`config.mk`:
```
export PLATFORM = sky130hd
export DESIGN_NAME = ll_step_engine
export DESIGN_NICKNAME = d
export VERILOG_FILES = /design/src/rtl/ll_step_engine.sv
export SDC_FILE = /design/constraint.sdc
export NUM_CORES = 1
export LEC_CHECK = 0
export CAP_MARGIN = 20
export CELL_PAD_IN_SITES_DETAIL_PLACEMENT = 2
export CELL_PAD_IN_SITES_GLOBAL_PLACEMENT = 2
export CORE_MARGIN = 4
export CORE_UTILIZATION = 35
export DETAILED_ROUTE_END_ITERATION = 10
export GPL_TIMING_DRIVEN = 1
export PLACE_DENSITY = 0.78
export SYNTH_ARGS = -nofsm -noshare
export SYNTH_HDL_FRONTEND = slang
export SYNTH_SLANG_ARGS = --single-unit
```
`constraint.sdc`:
```
create_clock -name clk -period 8.2 [get_ports clk]
set_input_delay 0.82 -clock clk [delete_from_list [all_inputs] [get_ports clk]]
set_output_delay 0.82 -clock clk [all_outputs]
set_load 0.03 [all_outputs]
```
`src/rtl/ll_step_engine.sv`:
```
// ll_step_engine: digit-serial BCD lunar-lander physics step over altitude, velocity and fuel.
// Optional LL_AUTOTICK_EN: an internal TICK_DIV prescaler generates the step requests instead of tick.
module ll_step_engine #(
  parameter int unsigned         DIGITS    = 4,
  parameter logic [4*DIGITS-1:0] ALT0      = 16'h4500,
  parameter logic [4*DIGITS-1:0] VEL0      = 16'h0000,
  parameter logic [4*DIGITS-1:0] FUEL0     = 16'h0800,
  parameter logic [3:0]          GRAVITY   = 4'h5,
  parameter logic [4*DIGITS-1:0] CRASH_VEL = 16'h0030,
  parameter int unsigned         TICK_DIV  = 100
) (
  input  logic                  clk,
  input  logic                  rst,
  input  logic                  tick,
  input  logic [3:0]            thrust,
  output logic [4*DIGITS-1:0]   alt,
  output logic [4*DIGITS-1:0]   vel,
  output logic [4*DIGITS-1:0]   fuel,
  output logic                  busy,
  output logic                  done,
  output logic                  land,
  output logic                  crash,
  output logic                  overrun
);

  localparam int unsigned   DATA_W   = 4 * DIGITS;
  localparam int unsigned   CW       = (DIGITS > 1) ? $clog2(DIGITS) : 1;
  localparam logic [CW-1:0] LAST_DIG = CW'(DIGITS - 1);

  typedef enum logic [2:0] {
    S_IDLE, S_ALT, S_VELG, S_VELT, S_FUEL, S_CHECK, S_LANDED, S_CRASHED
  } state_t;

  state_t              state_q, state_d;
  logic [CW-1:0]       cnt_q, cnt_d;
  logic [DATA_W-1:0]   alt_q, vel_q, fuel_q;
  logic [DATA_W-1:0]   w_alt_q, w_vel_q, w_fuel_q;
  logic [3:0]          thr_q;
  logic                carry_q;
  logic                done_q, land_q, crash_q, overrun_q;

  logic                step_req;
  logic                busy_s, arith_st, last_dig;
  logic [3:0]          op_a, op_b, sum_dig, thr_sat, thr_eff;
  logic                op_sub, cin, cout;
  logic [4:0]          add_res;
  logic                touch, too_fast;

  // One BCD digit of a + b + cin; bit 4 of the result is the decimal carry-out.
  function automatic logic [4:0] bcd_add(input logic [3:0] a, input logic [3:0] b,
                                         input logic cin_i);
    logic [4:0] s;
    s = {1'b0, a} + {1'b0, b} + {4'b0000, cin_i};
    if (s > 5'd9) s = s + 5'd6;
    return s;
  endfunction

  function automatic logic [DATA_W-1:0] nines(input logic [DATA_W-1:0] v);
    logic [DATA_W-1:0] r;
    r = '0;
    for (int i = 0; i < int'(DIGITS); i++) r[i*4 +: 4] = 4'd9 - v[i*4 +: 4];
    return r;
  endfunction

  function automatic logic [3:0] dig(input logic [DATA_W-1:0] v, input logic [CW-1:0] i);
    return v[{i, 2'b00} +: 4];
  endfunction

`ifdef LL_AUTOTICK_EN
  localparam int unsigned TDW = (TICK_DIV > 1) ? $clog2(TICK_DIV) : 1;
  localparam logic [TDW-1:0] TDIV_LAST = TDW'(TICK_DIV - 1);
  logic [TDW-1:0] tdiv_q;

  always_ff @(posedge clk or posedge rst) begin
    if (rst)                    tdiv_q <= '0;
    else if (tdiv_q == TDIV_LAST) tdiv_q <= '0;
    else                        tdiv_q <= tdiv_q + 1'b1;
  end

  assign step_req = (tdiv_q == TDIV_LAST);
`else
  assign step_req = tick;
`endif

  // Thrust limited to a legal digit, then to the fuel that is left.
  always_comb begin
    thr_sat = (thrust > 4'd9) ? 4'd9 : thrust;
    if (fuel_q == '0)                       thr_eff = 4'd0;
    else if (fuel_q < DATA_W'(thr_sat))     thr_eff = fuel_q[3:0];
    else                                    thr_eff = thr_sat;
  end

  assign last_dig = (cnt_q == LAST_DIG);

  // Touchdown when altitude is zero or negative; crash when |w_vel| > CRASH_VEL,
  // i.e. nines(w_vel) = |w_vel| - 1 >= CRASH_VEL for a negative velocity.
  assign touch    = (w_alt_q[DATA_W-1 -: 4] >= 4'd5) || (w_alt_q == '0);
  assign too_fast = (w_vel_q[DATA_W-1 -: 4] >= 4'd5) && (nines(w_vel_q) >= CRASH_VEL);

  always_ff @(posedge clk or posedge rst) begin
    if (rst) begin
      state_q <= S_IDLE;
      cnt_q   <= '0;
    end else begin
      state_q <= state_d;
      cnt_q   <= cnt_d;
    end
  end

  always_comb begin
    state_d = state_q;
    case (state_q)
      S_IDLE:  if (step_req) state_d = S_ALT;
      S_ALT:   if (last_dig) state_d = S_VELG;
      S_VELG:  if (last_dig) state_d = S_VELT;
      S_VELT:  if (last_dig) state_d = S_FUEL;
      S_FUEL:  if (last_dig) state_d = S_CHECK;
      S_CHECK: begin
        if (!touch)        state_d = S_IDLE;
        else if (too_fast) state_d = S_CRASHED;
        else               state_d = S_LANDED;
      end
      default: state_d = state_q;
    endcase
    cnt_d = (arith_st && !last_dig) ? cnt_q + 1'b1 : '0;
  end

  // Operand routing into the single shared digit adder.
  always_comb begin
    busy_s   = 1'b0;
    arith_st = 1'b0;
    op_sub   = 1'b0;
    op_a     = dig(w_alt_q, cnt_q);
    op_b     = 4'd0;
    case (state_q)
      S_ALT: begin
        busy_s   = 1'b1;
        arith_st = 1'b1;
        op_b     = dig(w_vel_q, cnt_q);
      end
      S_VELG: begin
        busy_s   = 1'b1;
        arith_st = 1'b1;
        op_sub   = 1'b1;
        op_a     = dig(w_vel_q, cnt_q);
        op_b     = (cnt_q == '0) ? GRAVITY : 4'd0;
      end
      S_VELT: begin
        busy_s   = 1'b1;
        arith_st = 1'b1;
        op_a     = dig(w_vel_q, cnt_q);
        op_b     = (cnt_q == '0) ? thr_q : 4'd0;
      end
      S_FUEL: begin
        busy_s   = 1'b1;
        arith_st = 1'b1;
        op_sub   = 1'b1;
        op_a     = dig(w_fuel_q, cnt_q);
        op_b     = (cnt_q == '0) ? thr_q : 4'd0;
      end
      S_CHECK: busy_s = 1'b1;
      default: ;
    endcase
  end

  always_comb begin
    cin     = (cnt_q == '0) ? op_sub : carry_q;
    add_res = bcd_add(op_a, op_sub ? (4'd9 - op_b) : op_b, cin);
    sum_dig = add_res[3:0];
    cout    = add_res[4];
  end

  // Working registers: loaded on accept, then rewritten one digit per clock.
  always_ff @(posedge clk) begin
    carry_q <= cout;
    case (state_q)
      S_IDLE: begin
        if (step_req) begin
          w_alt_q  <= alt_q;
          w_vel_q  <= vel_q;
          w_fuel_q <= fuel_q;
          thr_q    <= thr_eff;
        end
      end
      S_ALT:          w_alt_q[{cnt_q, 2'b00} +: 4]  <= sum_dig;
      S_VELG, S_VELT: w_vel_q[{cnt_q, 2'b00} +: 4]  <= sum_dig;
      S_FUEL:         w_fuel_q[{cnt_q, 2'b00} +: 4] <= sum_dig;
      default: ;
    endcase
  end

  // Commit boundary: architectural state only changes on the CHECK edge.
  always_ff @(posedge clk or posedge rst) begin
    if (rst) begin
      alt_q     <= ALT0;
      vel_q     <= VEL0;
      fuel_q    <= FUEL0;
      done_q    <= 1'b0;
      land_q    <= 1'b0;
      crash_q   <= 1'b0;
      overrun_q <= 1'b0;
    end else begin
      done_q <= (state_q == S_CHECK);
      if (step_req && busy_s) overrun_q <= 1'b1;
      if (state_q == S_CHECK) begin
        fuel_q <= w_fuel_q;
        if (touch) begin
          alt_q <= '0;
          vel_q <= '0;
          if (too_fast) crash_q <= 1'b1;
          else          land_q  <= 1'b1;
        end else begin
          alt_q <= w_alt_q;
          vel_q <= w_vel_q;
        end
      end
    end
  end

  assign alt     = alt_q;
  assign vel     = vel_q;
  assign fuel    = fuel_q;
  assign busy    = busy_s;
  assign done    = done_q;
  assign land    = land_q;
  assign crash   = crash_q;
  assign overrun = overrun_q;

endmodule

```
* Word level (Yosys, flattened, before mapping)
Cells that the tools add are included.
** Word-level totals
- Memory bits (read-only) :: 0
- Memories kept :: 0
- Bits in latches :: 0
- Register bits after elaboration :: 110
- Memory bits (writable) :: 0
- Word-level logic and storage cells :: 104
** Cells by class
- Bitwise logic cells :: 1
- $lt $le $gt $ge :: 6
- Shift operators :: 5
- $mul :: 0
- Divide/modulo/power cells :: 0
- Add/sub/neg operators :: 10
- Multiplexer cells :: 32
- Equality and inequality tests :: 11
- Reduce and logical (&&, ||, !) cells :: 25
** Operator list (number)
- one-hot mux 16 bit (2 select lines) :: 3
- 2-to-1 mux 16 bit :: 5
- bitwise mux 16 bit :: 3
- variable part select 16 x 5 -> 4 bit :: 3
- zero test 16 bit :: 2
- 2-to-1 mux 3 bit :: 7
- subtractor 4 bit (first input constant) :: 5
- one-hot mux 3 bit (6 select lines) :: 1
- >= comparator 16 x 6 -> 1 bit (second input constant) :: 1
- less-than comparator 16 x 4 -> 1 bit :: 1
- 2-to-1 mux 4 bit :: 4
- variable shift 4 x 6 -> 16 bit (first input constant) :: 1
- variable part select 4 x 6 -> 16 bit :: 1
- one-hot mux 4 bit (3 select lines) :: 1
- != test 2 bit (second input constant) :: 5
- >= comparator 4 x 3 -> 1 bit (second input constant) :: 2
- one-hot mux 4 bit (2 select lines) :: 1
- AND reduction 2 bit :: 4
- equality test 3 x 2 -> 1 bit (second input constant) :: 2
- equality test 3 bit (second input constant) :: 2
- negation 4 -> 6 bit :: 1
- AND reduction 3 bit :: 2
- AND reduction 6 bit :: 1
- nonzero test 2 bit :: 3
- 21 further kinds :: 29

* Longest topological paths before layout
- Word-level depth :: 12
- Mapped depth :: 18

* Worst setup path before layout
OpenSTA, ideal clock, no wires.
- Path type :: reg-to-reg
- Start point :: register cnt_q[0]
- End point :: register w_alt_q[10], data pin
- Cell stages (with the launch flop) :: 19
- Library setup time :: 0.152 ns
- Buffers on the path :: 2
- Arrival :: 4.018 ns
- Period minus slack after synthesis :: 4.171 ns
- Slack :: 4.029 ns
- Data required time :: 8.048 ns
- Cells stage by stage :: dfrtp_1 clkbuf_1 inv_2 ha_1 and3_1 o21ai_0 a21oi_1 a31oi_1 ha_1 xor2_1 nor2_1 a22oi_1 o22ai_1 ha_1 or3_1 a311oi_2 mux2_2 buf_2 o21ai_0
** On the way
- Word-level cells in the longest chain between the ends :: 12
** RTL lines
- from (decl) :: line 35 : logic [CW-1:0] cnt_q, cnt_d;
- from (signal assigned) :: line 106 : cnt_q <= cnt_d;
- parallel branches: the longest is 10 deep, another holds adder 4 x 4 -> 5 bit
- bitwise mux 16 bit (*) :: line 185 : S_ALT: w_alt_q[{cnt_q, 2'b00} +: 4] <= sum_dig;
- one-hot mux 16 bit (2 select lines) (*) :: line 176 : case (state_q)
- to (signal assigned) :: line 179 : w_alt_q <= alt_q;
- to (signal, indexed assignment) :: line 185
- to (decl) :: line 37 : logic [DATA_W-1:0] w_alt_q, w_vel_q, w_fuel_q;
Mark *: on every way between the ends.
A chain may end at the register's enable or synchronous reset.

* Worst setup path after layout
- Start point :: register state_q[1]
- End point :: register w_fuel_q[5], data pin
** On the way
- Word-level cells in the longest chain between the ends :: 12
** RTL lines
- from (decl) :: line 34 : state_t state_q, state_d;
- from (signal assigned) :: line 105 : state_q <= state_d;
- equality test 3 bit / equality test 3 x 2 -> 1 bit (equally long branches) :: line 135, 176
- OR reduction 2 bit (no source line)
- one-hot mux 4 bit (3 select lines) :: line 135 : case (state_q)
- subtractor 4 bit :: line 168 : add_res = bcd_add(op_a, op_sub ? (4'd9 - op_b) : op_b, cin);
- 2-to-1 mux 4 bit :: line 168
- adder 4 x 4 -> 5 bit :: line 53 : s = {1'b0, a} + {1'b0, b} + {4'b0000, cin_i};
- adder 5 x 1 -> 5 bit :: line 53
- adder 5 x 3 -> 5 bit / > comparator 5 x 4 -> 1 bit (equally long branches) :: line 54 : if (s > 5'd9) s = s + 5'd6;
- 2-to-1 mux 5 bit :: line 54
- variable part select 4 x 6 -> 16 bit :: line 187 : S_FUEL: w_fuel_q[{cnt_q, 2'b00} +: 4] <= sum_dig;
- bitwise mux 16 bit :: line 187
- one-hot mux 16 bit (2 select lines) (*) :: line 176
- to (signal assigned) :: line 181 : w_fuel_q <= fuel_q;
- to (signal, indexed assignment) :: line 187
- to (decl) :: line 37
Every way passes the cells marked *; elsewhere a longest branch is shown, timed or not.

==> impl_results.md <==
- Mapped Nets: 632
- Final Hold Vio Count: 0
- Routing usage on met3: 0.03031
- Hold WC Path Type: reg2reg
- Root Buffer: clkbuf_16
- Post-synth EDFFs: 52
- Largest net degree at the start of global routing: just under 60
- Netlist cell types: 53
- Post-DRT Antenna Nets: 0
- Worst Path Arrival: 5.38 ns
- 1st-iter DRT viols: approximately 300
- RSZ-0062 raised after global routing: no
- Post-CTS setup buffer count: 0
- Reg-to-reg slack, setup: 2.89 ns
- Area grow syn2layout: 18.02%
- N_diodes: 0
- Pwr Density: roughly 280 mW/mm²
- Slew HR: 0.3410
- Slew Limit Fails: 0
- Share of layout cells above drive strength 1: 0.07492
- H-tree levels: 3
- Async set-or-reset flop fraction in the synthesized netlist: 0.5182
- R2R cell count: 14
- Fin Clk Skew: around 0.014 ns
- Via count: between 4000 and 5000
- Final wirelength: between 15000 and 20000 µm
- Cts hold-fix bufs: 0
- Clk_lat worst skew: between 0.3 and 0.4 ns
- Layout Nets: a little under 700
- Vias/cell: between 5 and 6
- Core area: about 0.016 mm²
- Syn Inst Count: around 610
- Top-area cell type share of the netlist area: 0.2667
- CTS tree: yes
- Num Clock Sinks: between 100 and 150
- Commonest cells post-synth: 182 x nand2_1, 74 x o21ai_0, 53 x dfrtp_1, 52 x edfxtp_1, 30 x clkbuf_1
- Slew @ Worst Pin: 0.9857 ns
- Setup-failing EPs final: 0
- Post-synthesis sequential area ratio: 0.5146
- Synth Register Bits: 110
- Syn avg cell area: 9.677 µm²
- Setup crit start kind: flop
- Worst IR Drop VDD: between 0.1 and 0.15 mV
- CTS resizes: 0
- Number of global-route vias before repair: approximately 5300
- Die width: 137.3 µm
- Drt drc: 0
- Critical Path End Type: flop
- Port-buffer cells: 59
- DP HPWL: about 14000 µm
- Fmax: around 190 MHz
- Most used routing layer: met2
- Routability cong.: a little under 0.9
- First-pass GRT wire length: approximately 32000 µm
- Fin crit share: 0.6476
- Min Hold Slack: 0.4555 ns
- Post-route setup slack: 2.890 ns
- Initial antenna violation count: 0
- Die ar.: between 0.015 and 0.02 mm²
- Hold path depth: 1
- Initial Util: 0.3555
- Die Span Y: ~140 µm
- Pleak: about 2.8 nW
- # rows: 47
- Most area-consuming cells after synthesis: edfxtp_1 27%, dfrtp_1 23%, nand2_1 12%
- CP Data Required Time: approximately 8.3 ns
- Critical Path Fanout Max: 26
- Met1 Usage GRT: 0.2918
- Met2 GRT Util: 0.3787
- Max Root-Sink Buffers: 2
- Detailed Routing Iterations Pass 1: 4
- Status: finished, final reports clean
- Pre-CTS WS: 3.042 ns
- Wire length per cell: between 20 and 25 µm
- Num ports: 60
- GRT Residual Overflow: 0
- Crit path time final: around 5.3 ns
- Crit path kind: reg2reg
- Max-cap viol count: 0
- Clock-pin slew on the worst setup and hold paths: about 0.070 ns
- Most frequent cell after synthesis: nand2_1
- Syn. warnings: 0
- Area leader, netlist: edfxtp_1
- Top_reg_cell synth: dfrtp_1
- Num CTS Buffers: 9
- Total Routing Usage GR: 0.2230
- Sum Neg Setup Slack: 0 ns
- Netlist Area Pre-Place: 0.005854 mm²
[cell type report]
class / count / area, µm²
well taps: 220 / 275.3
clock buffers: 12 / 236.5
multi-input cells: 441 / 2633
flip-flops and latches: 110 / 3013
fillers: 1790 / 9557
inverters: 19 / 71.32
clock inverters: 4 / 22.52
repair buffers: 68 / 658.1
[final timing paths]
check,endpoint,startpoint
max,w_fuel_q[5],state_q[1]
max in group asynchronous,fuel[3],rst
min in group asynchronous,vel[12],rst
max reg2reg,w_fuel_q[5],state_q[1]
min,overrun,overrun
min reg2reg,overrun,overrun
[cells by family (layout without fill, tap and decap cells)]
logic type,after synthesis,after routing,share of synthesized area
flip-flops,110,110,0.5146
buffers and inverters,54,103,0.03654
AND/OR/NAND/NOR,249,249,0.1800
multiplexers,23,23,0.06604
adder cells (fa/ha/maj),20,20,0.04531
XOR/XNOR,6,6,0.008976
AO/OA/AOI/OAI,143,143,0.1485
[through the flow]
step | utilization | instances | instance area (µm²) | total power, mW
5_1_grt | 0.4196 | 874 | 6909 | 2.018
6_report | 0.4196 | 874 | 6909 | 1.910
3_5_place_dp | 0.4039 | 858 | 6650 | 1.514
3_3_place_gp | 0.4039 | 858 | 6650 | 1.480
4_1_cts | 0.4196 | 874 | 6909 | 1.934
2_1_floorplan | - | 605 | 5854 | 1.200
[state kept, by name (all words and copies together), names as in the netlist]
| signal | count |
|---|---|
| crash | 1 |
| w_vel_q | 16 |
| cnt_q | 2 |
| alt | 16 |
| done | 1 |
| carry_q | 1 |
| w_alt_q | 16 |
| fuel | 16 |
| overrun | 1 |
| thr_q | 4 |
| land | 1 |
| state_q | 3 |
| w_fuel_q | 16 |
| vel | 16 |
[placed cells by master (no fill, tap or decap), types with 5 or more instances in the layout]
cell             Yosys  routed
nand2b_1             6       6
nand2_1            182     182
clkdlybuf4s50_1      0      59
inv_1               17      16
buf_4                0       9
mux2i_1              6       6
a21oi_1             14      14
ha_1                18      18
o31ai_1             18      18
o21ai_0             74      74
nor4_1               7       7
xor2_1               5       5
nor2_1              22      22
nand3_1              8       7
a21o_1              16      16
dfrtp_1             53      53
edfxtp_1            52      52
clkbuf_16            0       9
mux2_2               5       5
mux4_2              12      12
[per-layer routing]
metal  share of wire  vias to the layer above
li1                -                     2215
met1            0.43                     2444
met2            0.50                      112
met3           0.043                       29
met4           0.019                        0
met5               0                        -
[worst max-delay path, stage by stage (launching register included)]
cell	delay, ns
dfrtp_1	0.56
inv_1	0.34
nand3_1	0.76
o22a_1	0.52
ha_1	0.30
inv_1	0.05
mux2i_1	0.16
ha_1	0.29
xor2_1	0.22
ha_1	0.26
a22oi_1	0.39
a311oi_2	0.23
xnor2_1	0.55
buf_4	0.29
o31ai_1	0.10
[where the power goes]
part	leakage [nW]	total, mW	internal [mW]	switching [mW]
logic	1.44	0.664	0.266	0.398
registers	1.21	0.832	0.712	0.121
clock network	0.128	0.414	0.206	0.208
(Power assumes the default switching activity.)
